**src/rtl/qbert_pkg.sv**
```systemverilog
// Shared types and helpers for the Q*bert pyramid controllers.
package qbert_pkg;

  localparam int N_CUBE = 28;
  localparam logic [N_CUBE-1:0] TOP = 28'h1;

  typedef enum logic [2:0] {
    DIR_NONE       = 3'd0,
    DIR_DOWN_RIGHT = 3'd1,
    DIR_DOWN_LEFT  = 3'd2,
    DIR_UP_RIGHT   = 3'd3,
    DIR_UP_LEFT    = 3'd4
  } dir_e;

  typedef enum logic [2:0] {
    LQ_START  = 3'd0,
    LQ_JUMP   = 3'd1,
    LQ_IDLE   = 3'd2,
    LQ_SAUCER = 3'd3,
    LQ_KO     = 3'd4
  } layer_state_e;

  typedef enum logic [2:0] {
    S_IDLE, S_ARM, S_MOVE, S_LAND, S_KO_A, S_KO_B, S_OVER
  } ctrl_state_e;

  function automatic logic dir_legal(input logic [2:0] d);
    return (d != 3'd0) && (d <= 3'd4);
  endfunction

  // Cube n = r(r-1)/2 + k lives at bit n-1; only meaningful for on-pyramid (r,k).
  function automatic logic [N_CUBE-1:0] rk_onehot(input logic [3:0] r, input logic [3:0] k);
    logic [5:0] r6;
    logic [5:0] idx;
    r6  = {2'b00, r};
    idx = ((r6 * (r6 - 6'd1)) >> 1) + {2'b00, k} - 6'd1;
    return TOP << idx;
  endfunction

endpackage

```
**src/rtl/qbert_cube_nav.sv**
```systemverilog
// Combinational pyramid navigator: (row, slot, direction) -> destination cube.
module qbert_cube_nav
  import qbert_pkg::*;
(
  input  logic [2:0]        r,
  input  logic [2:0]        k,
  input  logic [2:0]        dir,
  output logic [2:0]        r_next,
  output logic [2:0]        k_next,
  output logic              off,
  output logic [N_CUBE-1:0] onehot
);

  logic [3:0] rn;
  logic [3:0] kn;

  always_comb begin
    rn = {1'b0, r};
    kn = {1'b0, k};
    case (dir)
      DIR_DOWN_RIGHT: rn = {1'b0, r} + 4'd1;
      DIR_DOWN_LEFT: begin
        rn = {1'b0, r} + 4'd1;
        kn = {1'b0, k} + 4'd1;
      end
      DIR_UP_RIGHT: begin
        rn = {1'b0, r} - 4'd1;
        kn = {1'b0, k} - 4'd1;
      end
      DIR_UP_LEFT: rn = {1'b0, r} - 4'd1;
      default: ;
    endcase
    // Row 8 does not fit the 3-bit outputs, so 'off' is the authority there.
    off    = !dir_legal(dir) || (rn == 4'd0) || (rn > 4'd7) || (kn == 4'd0) || (kn > rn);
    r_next = rn[2:0];
    k_next = kn[2:0];
    onehot = off ? '0 : rk_onehot(rn, kn);
  end

endmodule

```
**src/rtl/qbert_move_ctrl.sv**
```systemverilog
// Q*bert jump sequencer: command intake, layer handshake, visited mask, lives.
// Build option: QBERT_CMD_BUF_EN adds a 1-entry command buffer accepted while busy.
//
// state  | meaning
// IDLE   | ready for a direction command
// ARM    | jump issued, waiting for layer to drop done_move
// MOVE   | layer jumping, waiting for done_move
// LAND   | commit position and visited mask
// KO_A   | bad jump, waiting for layer START
// KO_B   | waiting for layer IDLE, then lose a life
// OVER   | out of lives until game_start
module qbert_move_ctrl
  import qbert_pkg::*;
#(
  parameter int N_LIVES = 3
) (
  input  logic              clk,
  input  logic              reset,
  input  logic              game_start,
  input  logic              pause,
  input  logic              cmd_valid,
  input  logic [2:0]        cmd_dir,
  output logic              cmd_ready,
  input  logic              done_move,
  input  logic [2:0]        state_qb,
  output logic [N_CUBE-1:0] position_qb,
  output logic [N_CUBE-1:0] e_next_qb,
  output logic [2:0]        e_jump_qb,
  output logic              e_bad_jump,
  output logic [N_CUBE-1:0] visited,
  output logic [4:0]        visited_cnt,
  output logic [2:0]        lives,
  output logic              level_done,
  output logic              game_over,
  output logic              busy
);

  ctrl_state_e       state;
  logic [2:0]        pos_r, pos_k;
  logic [2:0]        nxt_r, nxt_k;
  logic [2:0]        nav_dir, nav_r, nav_k;
  logic              nav_off;
  logic [N_CUBE-1:0] nav_oh;
  logic              issue_req;
  logic              land_new;

`ifdef QBERT_CMD_BUF_EN
  logic       buf_valid;
  logic [2:0] buf_dir;
  assign cmd_ready = !buf_valid && (state != S_OVER) && !pause;
  assign nav_dir   = buf_valid ? buf_dir : cmd_dir;
  assign issue_req = buf_valid || cmd_valid;
`else
  assign cmd_ready = (state == S_IDLE) && !pause;
  assign nav_dir   = cmd_dir;
  assign issue_req = cmd_valid;
`endif

  qbert_cube_nav u_nav (
    .r      (pos_r),
    .k      (pos_k),
    .dir    (nav_dir),
    .r_next (nav_r),
    .k_next (nav_k),
    .off    (nav_off),
    .onehot (nav_oh)
  );

  assign position_qb = rk_onehot({1'b0, pos_r}, {1'b0, pos_k});
  assign busy        = !((state == S_IDLE) || (state == S_OVER));
  assign land_new    = (visited & e_next_qb) == '0;

  always_ff @(posedge clk or negedge reset) begin
    if (!reset) begin
      state       <= S_IDLE;
      pos_r       <= 3'd1;
      pos_k       <= 3'd1;
      nxt_r       <= 3'd1;
      nxt_k       <= 3'd1;
      e_next_qb   <= TOP;
      e_jump_qb   <= 3'd0;
      e_bad_jump  <= 1'b0;
      visited     <= TOP;
      visited_cnt <= 5'd1;
      lives       <= 3'(N_LIVES);
      level_done  <= 1'b0;
      game_over   <= 1'b0;
`ifdef QBERT_CMD_BUF_EN
      buf_valid   <= 1'b0;
      buf_dir     <= 3'd0;
`endif
    end else if (game_start) begin
      state       <= S_IDLE;
      pos_r       <= 3'd1;
      pos_k       <= 3'd1;
      nxt_r       <= 3'd1;
      nxt_k       <= 3'd1;
      e_next_qb   <= TOP;
      e_jump_qb   <= 3'd0;
      e_bad_jump  <= 1'b0;
      visited     <= TOP;
      visited_cnt <= 5'd1;
      lives       <= 3'(N_LIVES);
      level_done  <= 1'b0;
      game_over   <= 1'b0;
`ifdef QBERT_CMD_BUF_EN
      buf_valid   <= 1'b0;
      buf_dir     <= 3'd0;
`endif
    end else begin
      level_done <= 1'b0;
      if (!pause) begin
`ifdef QBERT_CMD_BUF_EN
        if (cmd_valid && cmd_ready && (state != S_IDLE)) begin
          buf_valid <= 1'b1;
          buf_dir   <= cmd_dir;
        end
`endif
        case (state)
          S_IDLE: begin
`ifdef QBERT_CMD_BUF_EN
            if (buf_valid) buf_valid <= 1'b0;
`endif
            // Illegal directions are consumed without effect.
            if (issue_req && dir_legal(nav_dir)) begin
              e_jump_qb  <= nav_dir;
              e_next_qb  <= nav_oh;
              e_bad_jump <= nav_off;
              nxt_r      <= nav_r;
              nxt_k      <= nav_k;
              state      <= S_ARM;
            end
          end
          S_ARM: if (!done_move) state <= S_MOVE;
          S_MOVE: begin
            if (done_move) begin
              if (e_bad_jump) begin
                pos_r     <= 3'd1;
                pos_k     <= 3'd1;
                nxt_r     <= 3'd1;
                nxt_k     <= 3'd1;
                e_next_qb <= TOP;
                e_jump_qb <= 3'd0;
                state     <= S_KO_A;
`ifdef QBERT_CMD_BUF_EN
                buf_valid <= 1'b0;
`endif
              end else begin
                state <= S_LAND;
              end
            end
          end
          S_LAND: begin
            pos_r     <= nxt_r;
            pos_k     <= nxt_k;
            e_jump_qb <= 3'd0;
            visited   <= visited | e_next_qb;
            if (land_new && (visited_cnt < 5'd28)) begin
              visited_cnt <= visited_cnt + 5'd1;
              if (visited_cnt == 5'd27) level_done <= 1'b1;
            end
            state <= S_IDLE;
          end
          S_KO_A: if (state_qb == LQ_START) state <= S_KO_B;
          S_KO_B: begin
            if (state_qb == LQ_IDLE) begin
              lives      <= lives - 3'd1;
              e_bad_jump <= 1'b0;
              game_over  <= (lives == 3'd1);
              state      <= (lives == 3'd1) ? S_OVER : S_IDLE;
            end
          end
          S_OVER: ;
          default: state <= S_IDLE;
        endcase
      end
    end
  end

endmodule

```
**config.mk**
```make
export PLATFORM = sky130hd
export DESIGN_NAME = qbert_move_ctrl
export DESIGN_NICKNAME = d
export VERILOG_FILES = /design/src/rtl/qbert_pkg.sv /design/src/rtl/qbert_cube_nav.sv /design/src/rtl/qbert_move_ctrl.sv
export SDC_FILE = /design/constraint.sdc
export NUM_CORES = 1
export LEC_CHECK = 0
export ABC_AREA = 1
export BUFFER_PORTS_ARGS = -buffer_cell sky130_fd_sc_hd__buf_2
export CAP_MARGIN = 20
export CORE_UTILIZATION = 30
export CTS_CLUSTER_SIZE = 16
export DETAILED_ROUTE_END_ITERATION = 16
export PLACE_DENSITY_LB_ADDON = 0.2
export SLEW_MARGIN = 30
export SYNTH_ARGS = -nofsm -noshare
export SYNTH_HDL_FRONTEND = slang
export SYNTH_SLANG_ARGS = --single-unit
```
**constraint.sdc**
```tcl
create_clock -name clk -period 10.4 [get_ports clk]
set_input_delay 0 -clock clk [delete_from_list [all_inputs] [get_ports clk]]
set_output_delay 0 -clock clk [all_outputs]
set_load 0.1 [all_outputs]
```
==> metrics.txt, run 1 <==
# TYPE chip_impl_metric gauge
chip_impl_metric{name="filler_cell_count",unit=""} 2100
chip_impl_metric{name="number_of_global_route_vias_before_repair",unit=""} 5011
chip_impl_metric{name="period_minus_slack",unit="ns"} 6.08
chip_impl_metric{name="die_height",unit="um"} 143
chip_impl_metric{name="cts.htree.levels",unit=""} 3
chip_impl_metric{name="die_outline_area",unit="um2"} 20400
chip_impl_metric{name="required",unit="ns"} 10.68
chip_impl_metric{name="worst_pin_slew",unit="ns"} 0.847
chip_impl_metric{name="cts.sinks",unit=""} 85
chip_impl_metric{name="area.growth.synth_to_final",unit="%"} 19.3
chip_impl_metric{name="worst_clock_skew",unit="ns"} 0.00540
chip_impl_info{name="kind_of_end_point_of_the_critical_path",value="flip-flop"} 1
chip_impl_metric{name="wire_per_inst",unit="um"} 13.2
chip_impl_metric{name="global_route_usage_over_all_layers",unit="%"} 15.6
chip_impl_metric{name="postRouteWirelength",unit="mm"} 15.0
chip_impl_metric{name="yosysUniqueCellTypes",unit=""} 47
chip_impl_metric{name="vias",unit=""} 5354
chip_impl_metric{name="maxSlewHeadroom",unit="%"} 43.5
chip_impl_metric{name="insertedDiodeCount",unit=""} 0
chip_impl_metric{name="ys_ff_latch",unit=""} 85
chip_impl_metric{name="finalWeightedCongestion",unit=""} 0.854
chip_impl_metric{name="final_report_setup_violation_count",unit=""} 0
chip_impl_info{name="setup.worst_path.class",value="reg2reg"} 1
chip_impl_metric{name="die_width",unit="um"} 143
chip_impl_info{name="grt_setup_unrepaired",value="false"} 1
chip_impl_metric{name="antenna_found_initial",unit=""} 0
chip_impl_metric{name="firstDrtPassIters",unit=""} 4
chip_impl_info{name="min_delay_path_class",value="in2reg"} 1
chip_impl_metric{name="synth_nets",unit=""} 833
chip_impl_metric{name="grt_pass1_wl",unit="mm"} 25.4
chip_impl_metric{name="routed_vias_inst",unit=""} 4.70
chip_impl_metric{name="multi_input_area",unit="um2"} 3210
chip_impl_metric{name="period_share",unit="%"} 58.4
chip_impl_metric{name="grt_start_max_net_pins",unit=""} 55
chip_impl_metric{name="drive_gt1_share",unit="%"} 21.4
chip_impl_metric{name="yosysSeqAreaShare",unit="%"} 35.9
chip_impl_info{name="critical_path.startpoint_type",value="flip-flop"} 1
chip_impl_metric{name="initial_utilization",unit="%"} 30.6
chip_impl_metric{name="final_net_count",unit=""} 936
chip_impl_metric{name="syn_inst",unit=""} 765
chip_impl_metric{name="netlist_area",unit="um2"} 5950
chip_impl_metric{name="hold_viol",unit=""} 0
chip_impl_metric{name="regArea",unit="um2"} 2140
chip_impl_metric{name="syn-mean-instance-area",unit="um2"} 7.78
chip_impl_info{name="outcome",value="completed"} 1
chip_impl_info{name="clock_tree_from_tritoncts",value="built"} 1
chip_impl_metric{name="io-pin-count",unit=""} 112
chip_impl_metric{name="setup-tns-final",unit="ns"} 0
chip_impl_metric{name="cts.reportedPaths.clkPinSlew",unit="ns"} 0.07
chip_impl_metric{name="grt.overflow.total",unit=""} 0
chip_impl_metric{name="remaining_drc_errors",unit=""} 0
chip_impl_metric{name="hpwl",unit="mm"} 11.4
chip_impl_metric{name="drt_iter0_markers",unit=""} 289
chip_impl_info{name="cts_root_buffer",value="sky130_fd_sc_hd__clkbuf_16"} 1
chip_impl_metric{name="insertion_delay_of_the_later_clocked_pin_in_the_worst_skew_pair",unit="ns"} 0.35
chip_impl_metric{name="worstPathMaxFanout",unit=""} 11
chip_impl_metric{name="floorplan.rows",unit=""} 51
chip_impl_metric{name="cts_resized",unit=""} 0
chip_impl_metric{name="core_area",unit="um2"} 19500
chip_impl_metric{name="wp_data_arrival",unit="ns"} 6.35
chip_impl_metric{name="final.hold.worst_slack",unit="ns"} 0.0183
chip_impl_metric{name="cts-buffers-inserted",unit=""} 9
chip_impl_metric{name="max_cap_violations",unit=""} 0
chip_impl_metric{name="fmax",unit="MHz"} 165
chip_impl_metric{name="syn_warnings",unit=""} 0
chip_impl_metric{name="slew_viol_final",unit=""} 0
chip_impl_metric{name="clock_path_buffers",unit=""} 2
chip_impl_metric{name="drtAntennaViolNets",unit=""} 0
chip_impl_metric{name="port_bufs",unit=""} 111
==> logic make-up (layout without fill, tap and decap cells) <==
family,count (synthesis),count (layout),share of synthesized area (%)
AOI/OAI and AO/OA,106,106,11.0
and+or+nand+nor,341,341,27.2
buffers and inverters,163,271,10.7
DFF,85,85,35.9
adders and majority gates,56,56,13.0
xor gates and xnor gates,14,14,2.19
==> flip-flops by register name, summed over array words and instances (netlist names) <==
register and cells:
e_bad_jump 1, e_jump_qb 3, e_next_qb 28, game_over 1
level_done 1, lives 3, nxt_k 3, nxt_r 3
pos_k 3, pos_r 3, state 3, visited 28
visited_cnt 5
==> layout make-up <==
type                            instances  area share (%)
Sequential cell                        85            30.1
Clock buffer                            9            3.17
Tap cell                              265            4.67
Timing Repair Buffer                  116            8.49
Inverter                              139            7.35
Clock inverter                          7            1.04
Multi-Input combinational cell        517            45.2
==> cell usage in the layout (no fill, tap or decap), drive strengths merged, types with 2 or more instances in the layout <==
master | netlist | layout
a21o | 3 | 3
a21oi | 41 | 41
a2bb2oi | 2 | 2
a31oi | 3 | 3
buf | 12 | 113
clkbuf | 12 | 9
clkinv | 0 | 3
dfrtp | 76 | 76
dfstp | 9 | 9
dlygate4sd3 | 0 | 3
fa | 10 | 10
ha | 46 | 46
inv | 139 | 141
nand2 | 176 | 176
nand3 | 47 | 47
nand4 | 23 | 23
nor2 | 34 | 34
nor3 | 19 | 19
nor3b | 2 | 2
nor4 | 37 | 37
o2111ai | 2 | 2
o21ai | 42 | 42
o22ai | 3 | 3
o31ai | 5 | 5
or2 | 2 | 2
xnor2 | 4 | 4
xor2 | 10 | 10
==> synth_stat cells (all sizes together) <==
cell	number	share of area, %
a211oi	1	0.13
a21o	3	0.38
a21oi	41	3.6
a2bb2oi	2	0.29
a31oi	3	0.32
buf	12	1.1
clkbuf	12	0.76
dfrtp	76	32
dfstp	9	4.0
fa	10	3.4
ha	46	9.7
inv	139	8.8
nand2	176	12
nand3	47	4.2
nand3b	1	0.13
nand4	23	2.4
nor2	34	2.4
nor3	19	1.8
nor3b	2	0.25
nor4	37	3.9
o2111ai	2	0.29
o21a	1	0.13
o21ai	42	4.2
o21ba	1	0.17
o22ai	3	0.53
o2bb2ai	1	0.15
o31ai	5	0.63
o41ai	1	0.15
or2	2	0.21
xnor2	4	0.71
xor2	10	1.5
==> metal layers <==
layer	up-vias	GRT usage (%)	part of all wire (%)
met5	-	0	0
met4	0	4.58	1.3
met3	15	2.65	4.4
met2	124	24.5	44
met1	2493	21.9	50
li1	2722	-	-
==> path summary, 6_finish.rpt <==
kind	from	endpoint	slack, ns	cells past startpoint
min in group asynchronous	reset	visited[26]$_DFFE_PN0P_	0.14	2
setup reg to reg	pos_r[0]$_DFFE_PN1P_	e_next_qb[26]$_DFFE_PN0P_	4.32	25
max in group asynchronous	reset	e_next_qb[2]$_DFFE_PN0P_	9.21	3
hold reg to reg	game_over$_DFFE_PN0P_	game_over$_DFFE_PN0P_	0.49	2
setup / recovery	pos_r[0]$_DFFE_PN1P_	e_next_qb[26]$_DFFE_PN0P_	4.32	25
hold / removal	cmd_dir[0]	e_jump_qb[0]$_DFFE_PN0P_	0.02	3
==> repair_timing <==
item | CTS | global route
setup buffers | 0 | 0
endpoints found under the hold margin | 33 | 0
hold buffers | 3 | 0
==> stage by stage <==
stage | utilization (%) | cells | cell area (um2) | setup slack, ns
floorplan | - | 765 | 5950 | 3.62
CTS | 36.5 | 1138 | 7100 | 4.28
detailed placement | 34.8 | 1119 | 6770 | 4.30
global route | 36.5 | 1138 | 7100 | 3.79
finish | 36.5 | 1138 | 7100 | 4.32
global placement | 34.7 | 1119 | 6750 | 4.47
==> critical path, stage by stage (launching register included) <==
cell and delay (ns):
sky130_fd_sc_hd__dfstp_2 0.60, sky130_fd_sc_hd__inv_1 0.13, sky130_fd_sc_hd__ha_1 0.32, sky130_fd_sc_hd__inv_1 0.06, sky130_fd_sc_hd__nand3_1 0.10, sky130_fd_sc_hd__nand2_1 0.07
sky130_fd_sc_hd__nor2_2 0.27, sky130_fd_sc_hd__ha_1 0.22, sky130_fd_sc_hd__inv_1 0.05, sky130_fd_sc_hd__ha_1 0.33, sky130_fd_sc_hd__nor2_1 0.07, sky130_fd_sc_hd__fa_1 0.48
sky130_fd_sc_hd__inv_1 0.05, sky130_fd_sc_hd__fa_1 0.53, sky130_fd_sc_hd__fa_1 0.45, sky130_fd_sc_hd__xor2_1 0.17, sky130_fd_sc_hd__ha_1 0.27, sky130_fd_sc_hd__inv_1 0.04
sky130_fd_sc_hd__ha_1 0.33, sky130_fd_sc_hd__a21oi_1 0.15, sky130_fd_sc_hd__nand2_1 0.07, sky130_fd_sc_hd__xor2_1 0.22, sky130_fd_sc_hd__inv_1 0.10, sky130_fd_sc_hd__nor3_2 0.56
sky130_fd_sc_hd__nand3_1 0.20, sky130_fd_sc_hd__o21ai_2 0.15
Power of run 1 is left out: the tool's default activity adds up to more than one toggle a clock period on the data nets, which glitch-free logic cannot reach.
==> inputs of run 2 (changes only) <==
Clock period 10.4 ns to 6 ns, I/O delays scaled along.
==> run 2 against run 1 <==
Against the previous run: hold slack better by 0.0050 ns; via count is 0.22% higher; cell area is 1.2% higher; worst setup slack worse by 4.0 ns; register-to-register slack worse by 4.0 ns; largest cell class unchanged.
==> metrics.txt, run 2 (synthesized netlist as in run 1, its figures left out) <==
# TYPE chip_impl_metric gauge
chip_impl_info{name="outcome",value="completed"} 1
chip_impl_metric{name="worst_clock_skew",unit="ns"} 0.0120
chip_impl_metric{name="core_area",unit="um2"} 19500
chip_impl_metric{name="worstPathMaxFanout",unit=""} 8
chip_impl_info{name="largestRegisters",value="e_next_qb: 28 flops, visited: 28 flops, visited_cnt: 5 flops"} 1
chip_impl_metric{name="period_minus_slack",unit="ns"} 5.65
chip_impl_metric{name="postRouteWirelength",unit="mm"} 15.3
chip_impl_info{name="rr_startpoint",value="pos_r[0]$_DFFE_PN1P_"} 1
chip_impl_metric{name="hpwl",unit="mm"} 11.5
chip_impl_metric{name="firstDrtPassIters",unit=""} 6
chip_impl_metric{name="cts.sinks",unit=""} 85
chip_impl_metric{name="vias",unit=""} 5366
chip_impl_metric{name="cts.htree.levels",unit=""} 3
chip_impl_metric{name="worstRegToRegCells",unit=""} 23
chip_impl_metric{name="io-pin-count",unit=""} 112
chip_impl_metric{name="die_width",unit="um"} 143
chip_impl_metric{name="cts-buffers-inserted",unit=""} 9
chip_impl_metric{name="routed_vias_inst",unit=""} 4.69
chip_impl_metric{name="die_outline_area",unit="um2"} 20400
chip_impl_metric{name="wp_data_arrival",unit="ns"} 5.92
chip_impl_metric{name="final_report_setup_violation_count",unit=""} 0
chip_impl_metric{name="drtAntennaViolNets",unit=""} 0
chip_impl_metric{name="post_cts_setup_buffer_count",unit=""} 0
chip_impl_metric{name="use_met3",unit="%"} 2.45
chip_impl_metric{name="hold_viol",unit=""} 0
chip_impl_metric{name="maxSlewHeadroom",unit="%"} 43.6
chip_impl_metric{name="period_share",unit="%"} 94.1
chip_impl_metric{name="gr_layer_usage_met1",unit="%"} 21.9
chip_impl_metric{name="global_route_usage_over_all_layers",unit="%"} 15.8
chip_impl_metric{name="antenna_found_initial",unit=""} 0
chip_impl_metric{name="insertedDiodeCount",unit=""} 0
chip_impl_info{name="grt_most_used_layer",value="met2"} 1
chip_impl_metric{name="grt_use_met2",unit="%"} 25.4
chip_impl_info{name="min_delay_path_class",value="in2reg"} 1
chip_impl_metric{name="grt_pass1_wl",unit="mm"} 25.5
chip_impl_metric{name="final_net_count",unit=""} 942
chip_impl_info{name="holdCritStartpoint",value="cmd_dir[0]"} 1
chip_impl_metric{name="insertion_delay_of_the_later_clocked_pin_in_the_worst_skew_pair",unit="ns"} 0.34
chip_impl_info{name="regToRegEndpoint",value="e_next_qb[1]$_DFFE_PN0P_"} 1
chip_impl_metric{name="die_height",unit="um"} 143
chip_impl_metric{name="setup-tns-final",unit="ns"} 0
chip_impl_metric{name="port_bufs",unit=""} 111
chip_impl_metric{name="drt_iter0_markers",unit=""} 375
chip_impl_metric{name="number_of_global_route_vias_before_repair",unit=""} 5065
chip_impl_metric{name="clock_path_buffers",unit=""} 2
chip_impl_info{name="clock_tree_from_tritoncts",value="built"} 1
chip_impl_info{name="critical_path.startpoint_type",value="flip-flop"} 1
chip_impl_metric{name="finalWeightedCongestion",unit=""} 0.919
chip_impl_metric{name="cts.reportedPaths.clkPinSlew",unit="ns"} 0.07
chip_impl_metric{name="max_cap_violations",unit=""} 0
chip_impl_metric{name="hold_path_depth",unit=""} 3
chip_impl_metric{name="required",unit="ns"} 6.28
chip_impl_metric{name="wire_per_inst",unit="um"} 13.4
chip_impl_metric{name="fmax",unit="MHz"} 177
chip_impl_info{name="final_common_cell",value="sky130_fd_sc_hd__nand2_1"} 1
chip_impl_info{name="min_delay_worst_endpoint",value="e_jump_qb[0]$_DFFE_PN0P_"} 1
chip_impl_metric{name="remaining_drc_errors",unit=""} 0
chip_impl_metric{name="area.growth.synth_to_final",unit="%"} 20.7
chip_impl_metric{name="initial_utilization",unit="%"} 30.6
chip_impl_info{name="setup.worst_path.class",value="reg2reg"} 1
chip_impl_info{name="layout.cells.most_common_list",value="163 x sky130_fd_sc_hd__nand2_1, 130 x sky130_fd_sc_hd__inv_1, 110 x sky130_fd_sc_hd__buf_2"} 1
chip_impl_metric{name="worst_pin_slew",unit="ns"} 0.846
chip_impl_info{name="cts_root_buffer",value="sky130_fd_sc_hd__clkbuf_16"} 1
chip_impl_metric{name="grt_start_max_net_pins",unit=""} 60
chip_impl_metric{name="ff2ff_setup_slack",unit="ns"} 0.35
chip_impl_metric{name="drive_gt1_share",unit="%"} 23.0
chip_impl_metric{name="slew_viol_final",unit=""} 0
chip_impl_info{name="kind_of_end_point_of_the_critical_path",value="flip-flop"} 1
chip_impl_metric{name="grt.overflow.total",unit=""} 0
chip_impl_metric{name="floorplan.rows",unit=""} 51
run 2: layout make-up:
class	count	area, um2
clock inverter	6	47.5
timing repair buffer	122	648
fill	2020	12300
tap	265	332
inverter	139	522
multi-input combinational	517	3260
clock buffer	10	239
sequential	85	2140
run 2: through the flow:
stage	area [um2]	util [%]	setup slack, ns	hold WS (ns)	std cells
finish	7190	36.9	0.352	0.0232	1144
global route	7190	36.9	-0.0135	0.0462	1144
CTS	7160	36.8	0.298	0.0272	1144
detailed placement	6850	35.2	0.323	-0.0643	1125
global placement	6840	35.2	0.433	-0.0582	1125
floorplan	6000	-	-0.779	-0.296	765
run 2: how the worst max path moves through the flow:
stage,from,to,slack [ns],cells after the start
after global placement,pos_r[0]$_DFFE_PN1P_,e_next_qb[24]$_DFFE_PN0P_,0.43,29
after CTS,pos_r[0]$_DFFE_PN1P_,e_next_qb[24]$_DFFE_PN0P_,0.30,29
after floorplan,pos_r[0]$_DFFE_PN1P_,position_qb[0],-0.78,19
after global routing,pos_r[0]$_DFFE_PN1P_,e_next_qb[26]$_DFFE_PN0P_,-0.01,30
after detailed placement,pos_r[0]$_DFFE_PN1P_,e_next_qb[25]$_DFFE_PN0P_,0.32,29
final,pos_r[0]$_DFFE_PN1P_,e_next_qb[1]$_DFFE_PN0P_,0.35,23
run 2: timing repair:
| item | in CTS | in global routing |
|---|---|---|
| endpoints found under the hold margin | 28 | 0 |
| gates resized for setup | 0 | 3 |
| hold buffers | 3 | 0 |
| endpoints found under the setup margin | 0 | 13 |
run 2: critical path, cell delays in order, from the launching register on:
cell and delay, ns:
sky130_fd_sc_hd__dfstp_2 0.61, sky130_fd_sc_hd__inv_1 0.13, sky130_fd_sc_hd__ha_1 0.31, sky130_fd_sc_hd__inv_1 0.06, sky130_fd_sc_hd__nand3_1 0.10, sky130_fd_sc_hd__nand2_1 0.07, sky130_fd_sc_hd__nor2_2 0.10, sky130_fd_sc_hd__ha_1 0.17
sky130_fd_sc_hd__inv_1 0.04, sky130_fd_sc_hd__ha_1 0.32, sky130_fd_sc_hd__nor2_1 0.07, sky130_fd_sc_hd__fa_1 0.48, sky130_fd_sc_hd__inv_1 0.05, sky130_fd_sc_hd__fa_1 0.53, sky130_fd_sc_hd__fa_1 0.51, sky130_fd_sc_hd__ha_1 0.29
sky130_fd_sc_hd__inv_1 0.06, sky130_fd_sc_hd__fa_1 0.47, sky130_fd_sc_hd__xor2_1 0.18, sky130_fd_sc_hd__inv_1 0.12, sky130_fd_sc_hd__nand2_1 0.17, sky130_fd_sc_hd__nor4_1 0.45, sky130_fd_sc_hd__nand4_1 0.20, sky130_fd_sc_hd__nand2_1 0.10
run 2: per-layer routing:
layer  vias up  part of all wire [%]
met3        23                   3.7
met1      2496                    49
met4         0                   1.7
li1       2735                     -
met5         -                     0
met2       112                    45
Power of run 2 is left out for the same reason.
